===== config.mk =====
export PLATFORM = sky130hd
export DESIGN_NAME = pe_comm_ctrl
export DESIGN_NICKNAME = d
export VERILOG_FILES = /design/src/rtl/pe_comm_pkg.sv /design/src/rtl/pe_comm_fifo.sv /design/src/rtl/pe_comm_ctrl.sv
export SDC_FILE = /design/constraint.sdc
export NUM_CORES = 1
export LEC_CHECK = 0
export CAP_MARGIN = 20
export CORE_ASPECT_RATIO = 0.5
export CORE_MARGIN = 3
export CORE_UTILIZATION = 58
export DETAILED_ROUTE_END_ITERATION = 8
export HOLD_SLACK_MARGIN = 0.03
export PLACE_DENSITY = 0.86
export SKIP_CTS_REPAIR_TIMING = 1
export SYNTH_ARGS = -nofsm -noshare
export SYNTH_HDL_FRONTEND = slang
export SYNTH_SLANG_ARGS = --single-unit

===== constraint.sdc =====
create_clock -name clk -period 3.5 [get_ports clk]
set_input_delay 0.35 -clock clk [delete_from_list [all_inputs] [get_ports clk]]
set_output_delay 0.35 -clock clk [all_outputs]
set_load 0.005 [all_outputs]

===== src/rtl/pe_comm_pkg.sv =====
// Shared widths, FSM encodings and the seq_len clamp helper for the PE
// communication controller.
package pe_comm_pkg;

  localparam int DATA_W    = 32;
  localparam int ADDR_W    = 8;
  localparam int SEQ_W     = 6;
  localparam int ID_W      = 6;
  localparam int PAYLOAD_W = 64;

  localparam logic [2:0] TX_IDLE   = 3'd0;
  localparam logic [2:0] TX_WAIT   = 3'd1;
  localparam logic [2:0] TX_REQ    = 3'd2;
  localparam logic [2:0] TX_STREAM = 3'd3;
  localparam logic [2:0] TX_DONE   = 3'd4;

  localparam logic [1:0] RX_IDLE = 2'd0;
  localparam logic [1:0] RX_ACK  = 2'd1;
  localparam logic [1:0] RX_HOLD = 2'd2;

  // A packet can never be longer than what the transmit buffer can hold.
  function automatic logic [SEQ_W-1:0] clamp_seq(input logic [SEQ_W-1:0] len,
                                                 input int depth);
    if (int'(len) > depth) return SEQ_W'(depth);
    return len;
  endfunction

endpackage


===== src/rtl/pe_comm_fifo.sv =====
// Synchronous first-word-fall-through FIFO; a push while full is only
// accepted when a pop frees a slot in the same cycle.
module pe_comm_fifo #(
  parameter int DEPTH = 8,
  parameter int W     = 32
) (
  input  logic                     clk,
  input  logic                     rst_n,
  input  logic                     i_push,
  input  logic [W-1:0]             i_data,
  input  logic                     i_pop,
  output logic [W-1:0]             o_data,
  output logic [$clog2(DEPTH):0]   o_count,
  output logic                     o_full,
  output logic                     o_empty
);
  localparam int AW = $clog2(DEPTH);
  localparam int CW = AW + 1;

  logic [W-1:0]  mem_q [DEPTH];
  logic [W-1:0]  mem_d [DEPTH];
  logic [AW-1:0] wr_ptr_q, wr_ptr_d;
  logic [AW-1:0] rd_ptr_q, rd_ptr_d;
  logic [CW-1:0] count_q, count_d;
  logic          push_ok, pop_ok;

  assign o_full  = (count_q == CW'(DEPTH));
  assign o_empty = (count_q == '0);
  assign o_data  = mem_q[rd_ptr_q];
  assign o_count = count_q;

  always_comb begin
    pop_ok   = i_pop && !o_empty;
    push_ok  = i_push && (!o_full || pop_ok);
    mem_d    = mem_q;
    wr_ptr_d = wr_ptr_q;
    rd_ptr_d = rd_ptr_q;
    if (push_ok) begin
      mem_d[wr_ptr_q] = i_data;
      wr_ptr_d        = wr_ptr_q + AW'(1);
    end
    if (pop_ok) rd_ptr_d = rd_ptr_q + AW'(1);
    count_d = count_q + CW'(push_ok) - CW'(pop_ok);
  end

  always_ff @(posedge clk or negedge rst_n) begin
    if (!rst_n) begin
      for (int i = 0; i < DEPTH; i++) mem_q[i] <= '0;
      wr_ptr_q <= '0;
      rd_ptr_q <= '0;
      count_q  <= '0;
    end else begin
      mem_q    <= mem_d;
      wr_ptr_q <= wr_ptr_d;
      rd_ptr_q <= rd_ptr_d;
      count_q  <= count_d;
    end
  end

endmodule


===== src/rtl/pe_comm_ctrl.sv =====
// PE-side controller for the router interface: buffers PE results into
// packets on the transmit side and unpacks received payloads into operands.
module pe_comm_ctrl
  import pe_comm_pkg::*;
#(
  parameter logic [7:0] LOCAL_ID   = 8'd0,
  parameter int         FIFO_DEPTH = 8
) (
  input  logic                          clk,
  input  logic                          rst_n,
  input  logic [31:0]                   i_pe_data,
  input  logic                          i_pe_valid,
  input  logic                          i_tx_start,
  input  logic [7:0]                    i_tx_dst,
  input  logic [5:0]                    i_tx_seq_len,
  input  logic [5:0]                    i_tx_id,
  output logic                          o_tx_busy,
  output logic                          o_tx_done,
  output logic                          o_overflow,
  output logic [$clog2(FIFO_DEPTH):0]   o_fifo_count,
  output logic                          o_comm_send_req,
  input  logic                          i_comm_send_ack,
  output logic [31:0]                   o_data,
  output logic                          o_data_valid,
  output logic [7:0]                    o_src,
  output logic [7:0]                    o_dst,
  output logic [5:0]                    o_seq_len,
  output logic [5:0]                    o_id,
  input  logic                          i_req_rx,
  output logic                          o_ack_rx,
  input  logic [63:0]                   i_data_input,
  input  logic                          i_data_input_valid,
  output logic [31:0]                   o_op_a,
  output logic [31:0]                   o_op_b,
  output logic                          o_op_valid,
  output logic [2:0]                    o_tx_state,
  output logic [1:0]                    o_rx_state
);
  // Handshakes: send_req stays high until send_ack is sampled high, then
  // data_valid is high for exactly seq_len cycles with one word per cycle;
  // ack_rx is a single-cycle answer to a rising req_rx, re-armed once req_rx drops.
  logic [2:0]        tx_state_q, tx_state_d;
  logic [1:0]        rx_state_q, rx_state_d;
  logic [ADDR_W-1:0] dst_q, dst_d;
  logic [SEQ_W-1:0]  seq_q, seq_d;
  logic [SEQ_W-1:0]  left_q, left_d;
  logic [ID_W-1:0]   id_q, id_d;
  logic              overflow_q, overflow_d;
  logic [DATA_W-1:0] op_a_q, op_a_d, op_b_q, op_b_d;
  logic              op_valid_q, op_valid_d;
  logic              tx_pop, fifo_full, fifo_empty;
  logic [$clog2(FIFO_DEPTH):0] fifo_count;

  assign tx_pop = (tx_state_q == TX_STREAM) && !fifo_empty;

  pe_comm_fifo #(.DEPTH(FIFO_DEPTH), .W(DATA_W)) u_fifo (
    .clk     (clk),
    .rst_n   (rst_n),
    .i_push  (i_pe_valid),
    .i_data  (i_pe_data),
    .i_pop   (tx_pop),
    .o_data  (o_data),
    .o_count (fifo_count),
    .o_full  (fifo_full),
    .o_empty (fifo_empty)
  );

  always_comb begin
    tx_state_d = tx_state_q;
    dst_d      = dst_q;
    seq_d      = seq_q;
    id_d       = id_q;
    left_d     = left_q;
    case (tx_state_q)
      TX_IDLE: if (i_tx_start && i_tx_seq_len != '0) begin
        dst_d      = i_tx_dst;
        seq_d      = clamp_seq(i_tx_seq_len, FIFO_DEPTH);
        id_d       = i_tx_id;
        tx_state_d = TX_WAIT;
      end
      TX_WAIT: if (SEQ_W'(fifo_count) >= seq_q) tx_state_d = TX_REQ;
      TX_REQ: if (i_comm_send_ack) begin
        left_d     = seq_q;
        tx_state_d = TX_STREAM;
      end
      TX_STREAM: begin
        left_d = left_q - SEQ_W'(1);
        if (left_q == SEQ_W'(1)) tx_state_d = TX_DONE;
      end
      default: tx_state_d = TX_IDLE;
    endcase
  end

  always_comb begin
    rx_state_d = rx_state_q;
    case (rx_state_q)
      RX_IDLE: if (i_req_rx) rx_state_d = RX_ACK;
      RX_ACK:  rx_state_d = RX_HOLD;
      RX_HOLD: if (!i_req_rx) rx_state_d = RX_IDLE;
      default: rx_state_d = RX_IDLE;
    endcase
  end

  // A dropped word is only an overflow if no pop made room for it.
  always_comb begin
    overflow_d = overflow_q | (i_pe_valid & fifo_full & ~tx_pop);
    op_valid_d = i_data_input_valid;
    op_a_d     = op_a_q;
    op_b_d     = op_b_q;
    if (i_data_input_valid) begin
      op_a_d = i_data_input[PAYLOAD_W-1:DATA_W];
      op_b_d = i_data_input[DATA_W-1:0];
    end
  end

  always_ff @(posedge clk or negedge rst_n) begin
    if (!rst_n) begin
      tx_state_q <= TX_IDLE;
      rx_state_q <= RX_IDLE;
      dst_q      <= '0;
      seq_q      <= '0;
      id_q       <= '0;
      left_q     <= '0;
      overflow_q <= 1'b0;
      op_a_q     <= '0;
      op_b_q     <= '0;
      op_valid_q <= 1'b0;
    end else begin
      tx_state_q <= tx_state_d;
      rx_state_q <= rx_state_d;
      dst_q      <= dst_d;
      seq_q      <= seq_d;
      id_q       <= id_d;
      left_q     <= left_d;
      overflow_q <= overflow_d;
      op_a_q     <= op_a_d;
      op_b_q     <= op_b_d;
      op_valid_q <= op_valid_d;
    end
  end

  assign o_tx_busy       = (tx_state_q != TX_IDLE);
  assign o_tx_done       = (tx_state_q == TX_DONE);
  assign o_comm_send_req = (tx_state_q == TX_REQ);
  assign o_data_valid    = (tx_state_q == TX_STREAM);
  assign o_ack_rx        = (rx_state_q == RX_ACK);
  assign o_overflow      = overflow_q;
  assign o_fifo_count    = fifo_count;
  assign o_src           = LOCAL_ID;
  assign o_dst           = dst_q;
  assign o_seq_len       = seq_q;
  assign o_id            = id_q;
  assign o_op_a          = op_a_q;
  assign o_op_b          = op_b_q;
  assign o_op_valid      = op_valid_q;
  assign o_tx_state      = tx_state_q;
  assign o_rx_state      = rx_state_q;

endmodule


* Word level (Yosys, flattened, before mapping) *
Index checks and enable logic that the tools add are counted.

word-level totals
  register bits = 363
  bits of input ports = 123
  output and inout port bits = 140
  word-level logic and storage cells = 90

cells by class
  add/subtract/negate cells = 5
  $lt $le $gt $ge = 5
  equality and inequality tests = 14
  mux-type cells = 21
  bitwise logic cells = 6
  reduce and logical (&&, ||, !) cells = 18

operators by type and width
  cell                                                      number
  bitwise mux 256 bit                                       1
  binary-select mux 32 bit (select 3 bit)                   1
  demux 32 bit (select 3 bit)                               1
  2-to-1 mux 32 bit                                         3
  2-to-1 mux 6 bit                                          3
  2-to-1 mux 3 bit                                          4
  case mux 3 bit (4 select lines)                           1
  case mux 6 bit (2 select lines)                           1
  greater-or-equal comparator 4 bit, second input constant  2
  inequality test 2 bit, second input constant              4
  inverter 3 -> 4 bit                                       2
  adder 3 x 1 -> 3 bit, second input constant               2
  == test 3 x 2 -> 1 bit, second input constant             2
  == test 6 x 1 -> 1 bit, second input constant             1
  greater-or-equal comparator 4 x 6 -> 1 bit                1
  > comparator 6 x 4 -> 1 bit, second input constant        1
  case mux 2 bit (3 select lines)                           1
  AND reduction 2 bit                                       3
  nonzero test 6 bit                                        1
  subtractor 6 x 1 -> 6 bit, second input constant          1
  logical AND 1 bit                                         5
  adder 4 x 1 -> 4 bit                                      1
  == test 4 bit, second input constant                      1
  logical NOT 4 bit                                         1
  other kinds (19)                                          25

* Depth between registers and ports, before layout *
Gate-level depths: netlist of run 1.

  depth in word-level cells = 8
  depth in mapped cells = 9
  depth with buffers taken out = 9

* Modules after synthesis *
A second synthesis of run 1 with hierarchy kept.

second synthesis, totals
  cells, all modules = 1012
  area, all modules = 16281.9 um2

modules (own cells, without submodules)
  module        times used  cells an instance  area an instance (um2)  seq. area each (um2)
  pe_comm_fifo  1           718                12215.5                 6656.4
  pe_comm_ctrl  1           294                4066.4                  2427.3

* Worst setup path after synthesis of run 1 *
Ideal clock, no wire load.

  path type = register to output
  start = register u_fifo.rd_ptr_q[0]
  end = output port o_data[0]
  data arrival time = 1879 ps
  data required time = 3150 ps
  path slack = 1271 ps
  stages on the path, launching flop included = 5
  buffers on the path = 2
  cell sequence = dfrtp_1 -> clkbuf_1 -> buf_2 -> mux4_2 -> mux2_2

on the way
  word-level cells in the longest chain between the ends = 4

RTL lines
  item                                                   RTL line            text
  from (decl)                                            pe_comm_fifo.sv:23  logic [AW-1:0] rd_ptr_q, rd_ptr_d;
  from (signal assigned)                                 pe_comm_fifo.sv:55  rd_ptr_q <= rd_ptr_d;
  inverter 3 -> 4 bit (implied by the code)              pe_comm_fifo.sv:29  assign o_data = mem_q[rd_ptr_q];
  binary-select mux 32 bit (select 3 bit)                pe_comm_fifo.sv:29
  2-to-1 mux 32 bit (implied by the code) (2 in series)  pe_comm_fifo.sv:29
  to (decl)                                              pe_comm_ctrl.sv:23  output logic [31:0] o_data,

No other way between the ends. The select of a mux whose other input is x is not followed.

* Worst setup path in the final report of run 1 *
  start = register u_fifo.rd_ptr_q[1]
  end = output port o_data[28]

Same word-level chain as after synthesis.

==> impl_results.rst, run 1 <==
.. list-table::
   :header-rows: 1

   * - Metric
     - Value
   * - Post-synth cell types
     - 55
   * - Placed cell count
     - 1,594
   * - Final Hold Vio Count
     - 0
   * - Critical-path top delay cell
     - sky130_fd_sc_hd__dfrtp_2
   * - RSZ-0062 raised after global routing
     - false
   * - R2R Path Start
     - o_tx_state[0]$_DFFE_PN0P_
   * - Syn Std Cell Area
     - 16,100 sq um
   * - Met2 layer wire length in the routed design
     - 19.0 mm
   * - TritonCTS clock tree
     - yes
   * - Sw Pwr
     - 5.45 mW
   * - Power share of the sequential group
     - 39.0%
   * - Floorplan core area
     - 26,900 sq um
   * - Maximum capacitance violations
     - 0
   * - Die X
     - 241 um
   * - Clk buf depth
     - 3
   * - Relative contribution of combinational cells to total power
     - between 40% and 50%
   * - Data required time at the worst endpoint
     - ~3.2 ns
   * - Instance count along the most critical hold path
     - 2
   * - Vert. Die Dim
     - 124 um
   * - Gr ovfl total
     - 0
   * - Total power
     - ~19 mW
   * - Worst voltage drop across the vdd grid
     - about 0.54 mV
   * - Clock buffers created by TritonCTS
     - 31
   * - H-tree levels
     - 1
   * - Per-instance average area after synthesis
     - 16.1 sq um
   * - Final non-filler cell total
     - 1,653
   * - Cell area power density
     - slightly above 900 nW/um^2
   * - Setup violations, final
     - 0
   * - Register area
     - 9090 sq um
   * - Number of nets in the finished design
     - between 1k and 1.5k
   * - Endpoint arrival time on the critical path
     - 2.80 ns
   * - Static leakage
     - ~8.6 nW
   * - Detailed-route wire length on metal 1
     - roughly 15 mm
   * - Via density per instance
     - about 5.8
   * - Clock-pin slew reported for the worst setup and hold paths after clock tree synthesis
     - roughly 0.07 ns
   * - Detail Route met3 WL
     - 2.14 mm
   * - Initial antenna violation count
     - 1
   * - Worst Hold Class
     - in -> reg
   * - Placement Rows
     - 42
   * - Number of flip-flops and latches in the synthesized netlist
     - 363
   * - GRT Util Overall
     - roughly a quarter
   * - Routability congestion estimate from global placement
     - 0.824
   * - Post-synth EDFFs
     - 0
   * - FFs w/ async S/R, synth
     - 100%
   * - Clock network fraction of total power
     - 20.1%
   * - Most common flop cell mapped by yosys
     - sky130_fd_sc_hd__dfrtp_1
   * - Outcome
     - complete, no violations
   * - Sum of routed wire length over all layers
     - 37.1 mm
   * - Switching part of the total
     - 29.4%
   * - Number of I/O pins
     - 263
   * - Clock Skew
     - 0.0113 ns
   * - Ordered list of cells on the worst path
     - buf_12 > mux4_2 > mux2_2 > clkdlybuf4s50_1
   * - Count of routing violations after the opening detailed-route iteration
     - 502
   * - Wire per inst
     - ~22 um
   * - Share of cells above drive strength 1
     - 41.6%
   * - Endpoint with the worst hold slack
     - o_rx_state[0]$_DFFE_PN0P_
   * - Highest signal layer in the routed design
     - met4
   * - Total iterations of the first detailed-routing run
     - 5
   * - Via total after detailed routing
     - 9,579
   * - Pin count of the biggest net entering global routing
     - 97
   * - Multi-input gate area in the final layout
     - 6660 sq um
   * - Register area share after synthesis
     - a little under three fifths
   * - Crit share post-route
     - around 90%
   * - Critical path launch point type
     - flip-flop
   * - Largest fanout on the critical path
     - 22
   * - Detailed-route DRC error count
     - 0
   * - Hold Startpoint
     - i_req_rx
   * - Transition time of the tightest slew-check pin
     - 0.983 ns
   * - Clock tree sinks
     - 363
   * - Time the worst path needs with I/O delays and setup
     - around 3.1 ns
   * - Clock insertion delay at the later pin of the skew report
     - 0.57 ns
   * - Via count of the first global-routing pass
     - about 11k
   * - Layout overhead on the synthesized area
     - 25.8%
   * - Wire length of the first global-routing pass
     - 59.4 mm
   * - Starting utilization of the core area
     - 59.9%
   * - Clock root buffer
     - sky130_fd_sc_hd__clkbuf_16
   * - Total number of yosys warnings
     - 0
   * - Max-slew headroom at the worst pin
     - 34.4%
   * - Crit path capture type
     - output pin
   * - Slew Viols, Final
     - 0
   * - Slack of the worst reg-to-reg path
     - 0.88 ns
   * - Antenna violation net count after detailed routing
     - 0
   * - FILL cells
     - 1,568
   * - Full die area
     - approximately 30,000 sq um
   * - Depth of the most critical reg-to-reg path
     - 5
   * - Setup tns final
     - 0 ns
   * - Internal Power
     - roughly 13 mW
   * - Number of port buffers
     - 254
   * - Capture instance of the worst register-to-register path
     - u_fifo.mem_q[134]$_DFFE_PN0P_
   * - Achievable frequency
     - 0.318 GHz
   * - Post-Syn Instances
     - 999
   * - Dpl hpwl
     - ~24 mm
   * - Critical path type
     - reg -> out
   * - Largest stage delay on the critical path
     - 0.81 ns
power groups by stage:
stage                     logic [mW]  clock network [mW]  registers, mW
final                           7.57                3.73           7.22
after CTS                       7.69                3.79           7.20
after global placement          7.36                   0           7.07
after floorplan                 5.01                   0           6.74
after detailed placement        7.61                   0           7.24
after global routing            8.15                3.97           7.44
cell type report:
type / count / share of cell area [%]
flip-flops and latches: 363 / 44.9
multi-input cells: 559 / 32.9
repair buffers: 281 / 14.0
clock buffers: 41 / 4.37
well taps: 374 / 2.31
clock inverters: 16 / 1.11
inverters: 18 / 0.334
diodes: 1 / 0.0124
metrics by stage:
stage / instance area (sq um) / hold WS [ns] / utilization (%) / worst slack (ns)
detailed placement: 19100 / 0.438 / 71.2 / 0.796
global placement: 19100 / 0.427 / 71.2 / 0.902
global route: 20200 / 0.387 / 75.3 / 0.244
floorplan: 16100 / 0.0544 / - / 1.27
CTS: 20200 / -0.165 / 75.3 / 0.320
finish: 20200 / 0.391 / 75.3 / 0.354
synthesized netlist by cell type, types with 2 or more instances:
library cell / n / area [sq um]
sky130_fd_sc_hd__buf_6: 4 / 45.0
sky130_fd_sc_hd__buf_4: 8 / 60.1
sky130_fd_sc_hd__nor3b_1: 2 / 15.0
sky130_fd_sc_hd__nand3_1: 4 / 20.0
sky130_fd_sc_hd__nor2_1: 14 / 52.6
sky130_fd_sc_hd__buf_2: 19 / 95.1
sky130_fd_sc_hd__mux4_2: 64 / 1440
sky130_fd_sc_hd__o21ai_0: 5 / 25.0
sky130_fd_sc_hd__nor4_1: 2 / 12.5
sky130_fd_sc_hd__a21oi_1: 9 / 45.0
sky130_fd_sc_hd__o211ai_1: 2 / 15.0
sky130_fd_sc_hd__mux2_4: 30 / 450
sky130_fd_sc_hd__o22a_1: 3 / 26.3
sky130_fd_sc_hd__a221oi_1: 2 / 17.5
sky130_fd_sc_hd__inv_1: 18 / 67.6
sky130_fd_sc_hd__xnor2_1: 4 / 35.0
sky130_fd_sc_hd__dfrtp_1: 363 / 9080
sky130_fd_sc_hd__o22ai_1: 3 / 18.8
sky130_fd_sc_hd__mux2_2: 338 / 3810
sky130_fd_sc_hd__nor2b_1: 4 / 25.0
sky130_fd_sc_hd__nor3_1: 3 / 15.0
sky130_fd_sc_hd__buf_1: 3 / 11.3
sky130_fd_sc_hd__nand2b_1: 3 / 18.8
sky130_fd_sc_hd__a31o_2: 3 / 26.3
sky130_fd_sc_hd__and2_1: 2 / 12.5
sky130_fd_sc_hd__nand3b_1: 3 / 22.5
sky130_fd_sc_hd__xor2_1: 2 / 17.5
sky130_fd_sc_hd__nand2_1: 9 / 33.8
sky130_fd_sc_hd__clkbuf_1: 32 / 120
sky130_fd_sc_hd__nor4b_2: 2 / 30.0
sky130_fd_sc_hd__a21o_1: 3 / 22.5
sky130_fd_sc_hd__ha_1: 13 / 163
routing by layer:
layer | track usage [%] | up-vias
li1 | - | 4162
met1 | 33.6 | 5090
met2 | 44.4 | 268
met3 | 6.00 | 59
met4 | 5.22 | 0
met5 | 0 | -
kinds of logic after synthesis:
group / Yosys count / share of synthesized area [%]
AOI/OAI and AO/OA: 40 / 1.82
buffers and inverters: 84 / 2.48
and+or+nand+nor: 58 / 2.18
other: 1 / 0.0233
adders and majority gates: 14 / 1.14
DFF: 363 / 56.5
xor gates and xnor gates: 6 / 0.327
muxes: 433 / 35.5
layout by cell type, fill, tap and decap left out, types with 4 or more instances in the layout:
cell / instances
sky130_fd_sc_hd__mux4_2: 64
sky130_fd_sc_hd__ha_1: 13
sky130_fd_sc_hd__mux2_4: 30
sky130_fd_sc_hd__inv_1: 18
sky130_fd_sc_hd__nor2_1: 12
sky130_fd_sc_hd__dfrtp_1: 360
sky130_fd_sc_hd__buf_4: 19
sky130_fd_sc_hd__clkbuf_16: 31
sky130_fd_sc_hd__nor2b_1: 4
sky130_fd_sc_hd__conb_1: 8
sky130_fd_sc_hd__nand2_1: 8
sky130_fd_sc_hd__mux2_2: 338
sky130_fd_sc_hd__a21oi_1: 9
sky130_fd_sc_hd__clkinv_2: 5
sky130_fd_sc_hd__o21ai_0: 5
sky130_fd_sc_hd__bufinv_16: 5
sky130_fd_sc_hd__clkdlybuf4s50_1: 252
sky130_fd_sc_hd__clkbuf_8: 7
sky130_fd_sc_hd__xnor2_1: 4
sky130_fd_sc_hd__buf_12: 7
registers in the layout, summed over array words and instances (netlist names), 4 cells and up:
name	cells
o_seq_len	6
o_dst	8
left_q	6
o_op_a	32
o_id	6
o_op_b	32
u_fifo.o_count	4
u_fifo.mem_q	256
worst max-delay path by stage:
stage / start / end / slack, ns / depth (start not counted)
2_1_floorplan: u_fifo.rd_ptr_q[0]$_DFFE_PN0P_ / o_data[0] / 1.27 / 4
3_3_place_gp: i_pe_valid / u_fifo.mem_q[142]$_DFFE_PN0P_ / 0.90 / 5
3_5_place_dp: i_pe_valid / u_fifo.mem_q[137]$_DFFE_PN0P_ / 0.80 / 5
4_1_cts: u_fifo.rd_ptr_q[0]$_DFFE_PN0P_ / o_data[28] / 0.32 / 4
5_1_grt: u_fifo.rd_ptr_q[0]$_DFFE_PN0P_ / o_data[28] / 0.24 / 4
6_report: u_fifo.rd_ptr_q[1]$_DFFE_PN0P_ / o_data[28] / 0.35 / 4
critical path: cells and delay by family, from the launching register on:
family	cells	cell delay, ns
buf+inv	2	0.83
mux	2	0.60
flops	1	0.81
No activity file was read; power rests on OpenSTA's default activity.
==> run 2, diff against run 1 <==
--- a/config.mk
+++ b/config.mk
@@ -8,10 +8,10 @@
 export CAP_MARGIN = 20
 export CORE_ASPECT_RATIO = 0.5
 export CORE_MARGIN = 3
-export CORE_UTILIZATION = 58
+export CORE_UTILIZATION = 49
 export DETAILED_ROUTE_END_ITERATION = 8
 export HOLD_SLACK_MARGIN = 0.03
-export PLACE_DENSITY = 0.86
+export PLACE_DENSITY_LB_ADDON = 0.05
 export SKIP_CTS_REPAIR_TIMING = 1
 export SYNTH_ARGS = -nofsm -noshare
 export SYNTH_HDL_FRONTEND = slang
==> constraint.sdc (replaced) <==
create_clock -name clk -period 2.54 [get_ports clk]
set_input_delay 0.254 -clock clk [delete_from_list [all_inputs] [get_ports clk]]
set_output_delay 0.254 -clock clk [all_outputs]
set_load 0.005 [all_outputs]
==> run 2 against run 1 <==
The flow now finishes with violations (negative setup slack). Via count about the same. Clock skew increased by 0.0035 ns. Worst setup slack got worse by 0.48 ns. Register-to-register slack got worse by 0.64 ns. Sequential share of layout area decreased by 1.9 points. Clock-buffer cell count increased by 10. Final cell count increased by 6.0%. Power increased by 45%. Critical endpoint is now o_data[7]. Largest cell class unchanged.
==> impl_results.rst, run 2 (same netlist as run 1, synthesis figures left out) <==
.. list-table::
   :header-rows: 1

   * - Metric
     - Value
   * - Outcome
     - finished with violations
   * - Failing checks
     - negative setup slack
   * - Crit path from
     - u_fifo.rd_ptr_q[0]$_DFFE_PN0P_
   * - Largest register FFs
     - 256
   * - Worst Hold Class
     - in -> reg
   * - Clock buffers created by TritonCTS
     - 34
   * - Critical path launch point type
     - flip-flop
   * - Wire length of the first global-routing pass
     - 60.0 mm
   * - Starting utilization of the core area
     - around half
   * - Final non-filler cell total
     - 1,752
   * - Full die area
     - 35,100 sq um
   * - Critical path buffers and inverters
     - 5
   * - Clock root buffer
     - sky130_fd_sc_hd__clkbuf_16
   * - Time the worst path needs with I/O delays and setup
     - 2.67 ns
   * - Detailed-route DRC error count
     - 0
   * - Achievable frequency
     - 0.375 GHz
   * - Fin Hold WS
     - about 0.19 ns
   * - Cell area power density
     - 1270 nW/um^2
   * - Static leakage
     - just over 9 nW
   * - Via total after detailed routing
     - around 9.6k
   * - Pin count of the biggest net entering global routing
     - 81
   * - Leading cell type in the layout, fill and taps excluded
     - sky130_fd_sc_hd__dfrtp_1
   * - Total power
     - around 27 mW
   * - Instance count along the most critical hold path
     - 1
   * - Final core occ
     - 66.0%
   * - Number of I/O pins
     - about 260
   * - Number of port buffers
     - roughly 250
   * - Cell depth of the worst setup path
     - 7
   * - GRT Util Overall
     - a little over a fifth
   * - Endpoint arrival time on the critical path
     - 2.41 ns
   * - Layout overhead on the synthesized area
     - 31.5%
   * - Final Hold Vio Count
     - 0
   * - Most flops, register
     - u_fifo.mem_q
   * - Worst voltage drop across the vdd grid
     - 0.529 mV
   * - Clock insertion delay at the later pin of the skew report
     - 0.52 ns
   * - R2R Path Start
     - u_fifo.o_count[2]$_DFF_PN0_
   * - Clock Skew
     - 0.0149 ns
   * - Wire per inst
     - approximately 22 um
   * - Clock-pin slew reported for the worst setup and hold paths after clock tree synthesis
     - 0.07 ns
   * - Most frequent cells in the layout
     - 360 x sky130_fd_sc_hd__dfrtp_1, 315 x sky130_fd_sc_hd__mux2_2, 220 x sky130_fd_sc_hd__clkdlybuf4s50_1
   * - Total iterations of the first detailed-routing run
     - 4
   * - Crit share post-route
     - 105%
   * - Initial antenna violation count
     - 1
   * - Sum of routed wire length over all layers
     - approximately 39 mm
   * - TritonCTS clock tree
     - yes
   * - Floorplan core area
     - about 32,000 sq um
   * - Smallest setup slack after layout
     - -0.129 ns
   * - Clk buf depth
     - 3
   * - Crit path capture type
     - output pin
   * - Setup tns final
     - -2.19 ns
   * - Setup violations, final
     - 22
   * - Largest stage delay on the critical path
     - 0.50 ns
   * - Placed cell count
     - 1,658
   * - Max-slew headroom at the worst pin
     - 39.5%
   * - Antenna violation net count after detailed routing
     - 0
   * - Count of routing violations after the opening detailed-route iteration
     - just under 500
   * - Share of cells above drive strength 1
     - between 40% and 50%
   * - Transition time of the tightest slew-check pin
     - between 0.9 and 1 ns
   * - Maximum capacitance violations
     - 0
   * - Hold Startpoint
     - i_data_input_valid
   * - Critical path type
     - reg -> out
   * - Top cell family by delay on the critical path
     - buffers and inverters
   * - Number of nets in the finished design
     - 1,433
   * - Via density per instance
     - ~5.5
   * - Via count of the first global-routing pass
     - 10.4k
   * - Slew Viols, Final
     - 0
   * - Gr ovfl total
     - 0
   * - RSZ-0062 raised after global routing
     - true
   * - Largest fanout on the critical path
     - 5
   * - Vert. Die Dim
     - 134 um
   * - H-tree levels
     - 2
   * - Clock tree sinks
     - ~360
   * - Data required time at the worst endpoint
     - roughly 2.3 ns
   * - Depth of the most critical reg-to-reg path
     - 6
   * - Dpl hpwl
     - 24.1 mm
   * - Die X
     - 262 um
   * - Routability congestion estimate from global placement
     - 0.770
   * - Critical-path top delay cell
     - sky130_fd_sc_hd__dfrtp_4
   * - Ordered list of cells on the worst path
     - buf_8 > buf_12 > clkbuf_16 > clkbuf_16 > mux4_2 > mux2_4 > clkbuf_2
   * - Most frequent cell on the critical path
     - sky130_fd_sc_hd__clkbuf_16
   * - Placement Rows
     - 46
[run 2: report_power, final]
part	leakage, nW	switching [mW]	internal, mW	total [mW]
clock	0.579	2.20	3.15	5.35
combinational	4.28	4.13	7.59	11.7
sequential	4.34	1.45	8.29	9.74
total	9.20	7.78	19.0	26.8
[run 2: stage by stage]
stage	area (sq um)	setup slack (ns)
final	21100	-0.129
after global routing	21100	-0.201
after CTS	20600	-0.377
after detailed placement	19400	0.178
after global placement	19400	0.195
after floorplan	16100	0.407
[run 2: final timing paths]
kind	end	slack (ns)
worst max-delay path	o_data[7]	-0.13
worst min register to register	o_rx_state[0]$_DFFE_PN0P_	0.48
min in group asynchronous	u_fifo.mem_q[234]$_DFFE_PN0P_	0.34
max in group asynchronous	o_dst[1]$_DFFE_PN0P_	1.42
worst max register to register	u_fifo.mem_q[176]$_DFFE_PN0P_	0.24
worst min-delay path	o_op_valid$_DFF_PN0_	0.19
[run 2: final cells by class]
class                           instances  area [sq um]
Clock buffer                           51          1050
Tap cell                              432           541
Inverter                               18          67.6
Multi-Input combinational cell        559          6750
Clock inverter                          8           119
Antenna cell                            1          2.50
Fill cell                            2296         10900
Sequential cell                       363          9090
Timing Repair Buffer                  320          3520
[run 2: metal layers]
metal,track usage [%],part of all wire (%),vias to the layer above,routed length (um)
li1,-,-,4259,-
met1,29.3,43,5021,16600
met2,36.1,48,241,18600
met3,6.49,7.3,52,2810
met4,4.22,1.6,2,617
met5,0,0.034,-,13
==> run 3, diff against run 2 <==
--- a/config.mk
+++ b/config.mk
@@ -8,7 +8,7 @@
 export CAP_MARGIN = 20
 export CORE_ASPECT_RATIO = 0.5
 export CORE_MARGIN = 3
-export CORE_UTILIZATION = 49
+export CORE_UTILIZATION = 54
 export DETAILED_ROUTE_END_ITERATION = 8
 export HOLD_SLACK_MARGIN = 0.03
 export PLACE_DENSITY_LB_ADDON = 0.05
==> constraint.sdc (replaced) <==
create_clock -name clk -period 3 [get_ports clk]
set_input_delay 0.3 -clock clk [delete_from_list [all_inputs] [get_ports clk]]
set_output_delay 0.3 -clock clk [all_outputs]
set_load 0.005 [all_outputs]
==> run 3 against run 2 <==
The run now ends clean. First-iteration DRC count decreased by 20%. Die area decreased by 9.0%. Worst setup slack improved by 0.23 ns. Sequential share of layout area increased by 1.6 points. Clock power decreased by 20%. Global-route usage increased by 1.6 points. Wire length decreased by 4.7%. Critical path type unchanged. Largest cell class unchanged.
==> impl_results.rst, run 3 (same netlist as run 1, synthesis figures left out) <==
.. list-table::
   :header-rows: 1

   * - Metric
     - Value
   * - Non-Filler Cell Area, Final
     - 20,400 sq um
   * - Slew Viols, Final
     - 0
   * - Cell area power density
     - 1060 nW/um^2
   * - Clock-pin slew reported for the worst setup and hold paths after clock tree synthesis
     - 0.06 ns
   * - Final core occ
     - between 70% and 80%
   * - Worst voltage drop across the vdd grid
     - ~0.62 mV
   * - Total power
     - around 22 mW
   * - Number of port buffers
     - between 200 and 300
   * - Power share of the sequential group
     - 38.4%
   * - R2R Path Start
     - u_fifo.o_count[3]$_DFF_PN0_
   * - Critical-path top delay cell
     - sky130_fd_sc_hd__dfrtp_4
   * - Max-slew headroom at the worst pin
     - between 40% and 50%
   * - Vert. Die Dim
     - ~130 um
   * - Dpl hpwl
     - approximately 24 mm
   * - Routability congestion estimate from global placement
     - 0.810
   * - Leading cell type in the layout, fill and taps excluded
     - sky130_fd_sc_hd__dfrtp_1
   * - Endpoint arrival time on the critical path
     - ~2.6 ns
   * - Share of cells above drive strength 1
     - between 40% and 50%
   * - Critical path launch point type
     - flip-flop
   * - Relative contribution of combinational cells to total power
     - between 40% and 50%
   * - Wire length of the first global-routing pass
     - slightly below 60 mm
   * - Via count of the first global-routing pass
     - ~11k
   * - Via total after detailed routing
     - about 9.5k
   * - Number of I/O pins
     - about 260
   * - Critical path buffers and inverters
     - 2
   * - Clock buffers created by TritonCTS
     - 34
   * - Die X
     - 250 um
   * - GRT Util Overall
     - 23.5%
   * - Gr ovfl total
     - 0
   * - Pin count of the biggest net entering global routing
     - 79
   * - Crit share post-route
     - 96.7%
   * - FILL cells
     - 1,843
   * - Count of routing violations after the opening detailed-route iteration
     - 397
   * - TritonCTS clock tree
     - yes
   * - Capture instance of the worst register-to-register path
     - u_fifo.mem_q[173]$_DFFE_PN0P_
   * - Top cell family by delay on the critical path
     - multiplexers
   * - Most flops, register
     - u_fifo.mem_q
   * - Outcome
     - complete, no violations
   * - Transition time of the tightest slew-check pin
     - 0.798 ns
   * - Starting utilization of the core area
     - 56.5%
   * - Number of nets in the finished design
     - 1,405
   * - H-tree levels
     - 2
   * - Detailed-route DRC error count
     - 0
   * - Setup violations, final
     - 0
   * - Layout overhead on the synthesized area
     - 26.8%
   * - Placement Rows
     - 43
   * - Static leakage
     - 8.71 nW
   * - Cell area after placement
     - between 15,000 and 20,000 sq um
   * - Largest fanout on the critical path
     - 17
   * - Clk buf depth
     - 3
   * - Clock Skew
     - 0.0122 ns
   * - Final antenna diode count
     - 0
   * - Register area
     - 9090 sq um
   * - Multi-input gate area in the final layout
     - approximately 6700 sq um
   * - Maximum capacitance violations
     - 0
   * - Clock root buffer
     - sky130_fd_sc_hd__clkbuf_16
   * - Clock insertion delay at the later pin of the skew report
     - 0.51 ns
   * - Most frequent cells in the layout
     - 360 x sky130_fd_sc_hd__dfrtp_1, 338 x sky130_fd_sc_hd__mux2_2, 251 x sky130_fd_sc_hd__clkdlybuf4s50_1
   * - Crit path from
     - u_fifo.rd_ptr_q[0]$_DFFE_PN0P_
   * - Ordered list of cells on the worst path
     - buf_12 > mux4_2 > mux2_2 > clkdlybuf4s50_1
   * - Clock network fraction of total power
     - 19.8%
   * - Worst Hold Class
     - in -> async
   * - Clock tree sinks
     - 363
   * - Total iterations of the first detailed-routing run
     - 4
   * - Critical path type
     - reg -> out
   * - Sum of routed wire length over all layers
     - about 37 mm
   * - Final Hold Vio Count
     - 0
   * - Switching part of the total
     - 28.9%
   * - Via density per instance
     - 5.69
   * - Full die area
     - 32,000 sq um
   * - Internal Power
     - 15.3 mW
   * - Sw Pwr
     - between 6 and 7 mW
   * - Initial antenna violation count
     - 0
   * - Largest stage delay on the critical path
     - 0.58 ns
   * - Data required time at the worst endpoint
     - about 2.7 ns
   * - Largest register FFs
     - 256
   * - Antenna violation net count after detailed routing
     - 0
   * - Floorplan core area
     - 28,500 sq um
   * - Achievable frequency
     - 0.345 GHz
   * - Depth of the most critical reg-to-reg path
     - 5
   * - Crit path capture type
     - output pin
   * - Time the worst path needs with I/O delays and setup
     - slightly below 3 ns
   * - Wire per inst
     - 22.0 um
   * - Slack of the worst reg-to-reg path
     - between 0.5 and 0.6 ns
-- run 3: cell count changes in the layout (fill, tap and decap cells not counted), moves of 6 or more --
cell                              previous run  this run
sky130_fd_sc_hd__buf_12                     27        12
sky130_fd_sc_hd__buf_4                      19        25
sky130_fd_sc_hd__buf_6                      17         0
sky130_fd_sc_hd__clkbuf_2                   17         0
sky130_fd_sc_hd__clkdlybuf4s50_1           220       251
sky130_fd_sc_hd__mux2_2                    315       338
sky130_fd_sc_hd__mux2_4                     53        30
-- run 3: how the worst max path moves through the flow --
stage | end | cells after the start
after global placement | o_data[29] | 4
final | o_data[23] | 4
after CTS | o_data[29] | 4
after global routing | o_data[27] | 4
after floorplan | o_data[0] | 4
after detailed placement | o_data[29] | 4
-- run 3: area by class of cell --
cell class | count | share of cell area (%)
timing repair buffer | 292 | 14.6
sequential | 363 | 44.6
multi-input combinational | 559 | 32.7
tap | 382 | 2.34
inverter | 18 | 0.331
clock buffer | 54 | 5.30
clock inverter | 4 | 0.117
-- run 3: power groups by stage --
stage	Clock, mW	Combinational (mW)	Sequential [mW]
after floorplan	0	5.84	7.86
after global placement	0	8.79	8.20
after detailed placement	0	9.03	8.35
final	4.28	9.01	8.29
after CTS	4.39	9.09	8.30
after global routing	4.61	9.73	8.54
-- run 3: through the flow --
stage | instances | TNS (ns) | hold WS (ns) | worst slack, ns
floorplan | 1006 | 0 | 0.00441 | 0.821
global placement | 1608 | 0 | 0.306 | 0.525
detailed placement | 1608 | 0 | 0.325 | 0.496
CTS | 1666 | -0.443 | -0.222 | -0.0736
global route | 1672 | -0.00000955 | 0.370 | -0.00000955
finish | 1672 | 0 | 0.375 | 0.100
-- run 3: worst reg2reg max path, cell delays in order (launching register included) --
cell	delay, ns
sky130_fd_sc_hd__dfrtp_1	0.43
sky130_fd_sc_hd__inv_1	0.07
sky130_fd_sc_hd__ha_1	0.22
sky130_fd_sc_hd__o211a_4	0.32
sky130_fd_sc_hd__or4_4	0.84
sky130_fd_sc_hd__mux2_4	0.44
-- run 3: metal layers --
metal	track usage (%)	share of wire, %	vias up
li1	-	-	4204
met1	31.2	43	5079
met2	39.6	49	196
met3	6.71	6.0	43
met4	4.10	1.4	0
met5	0	0	-
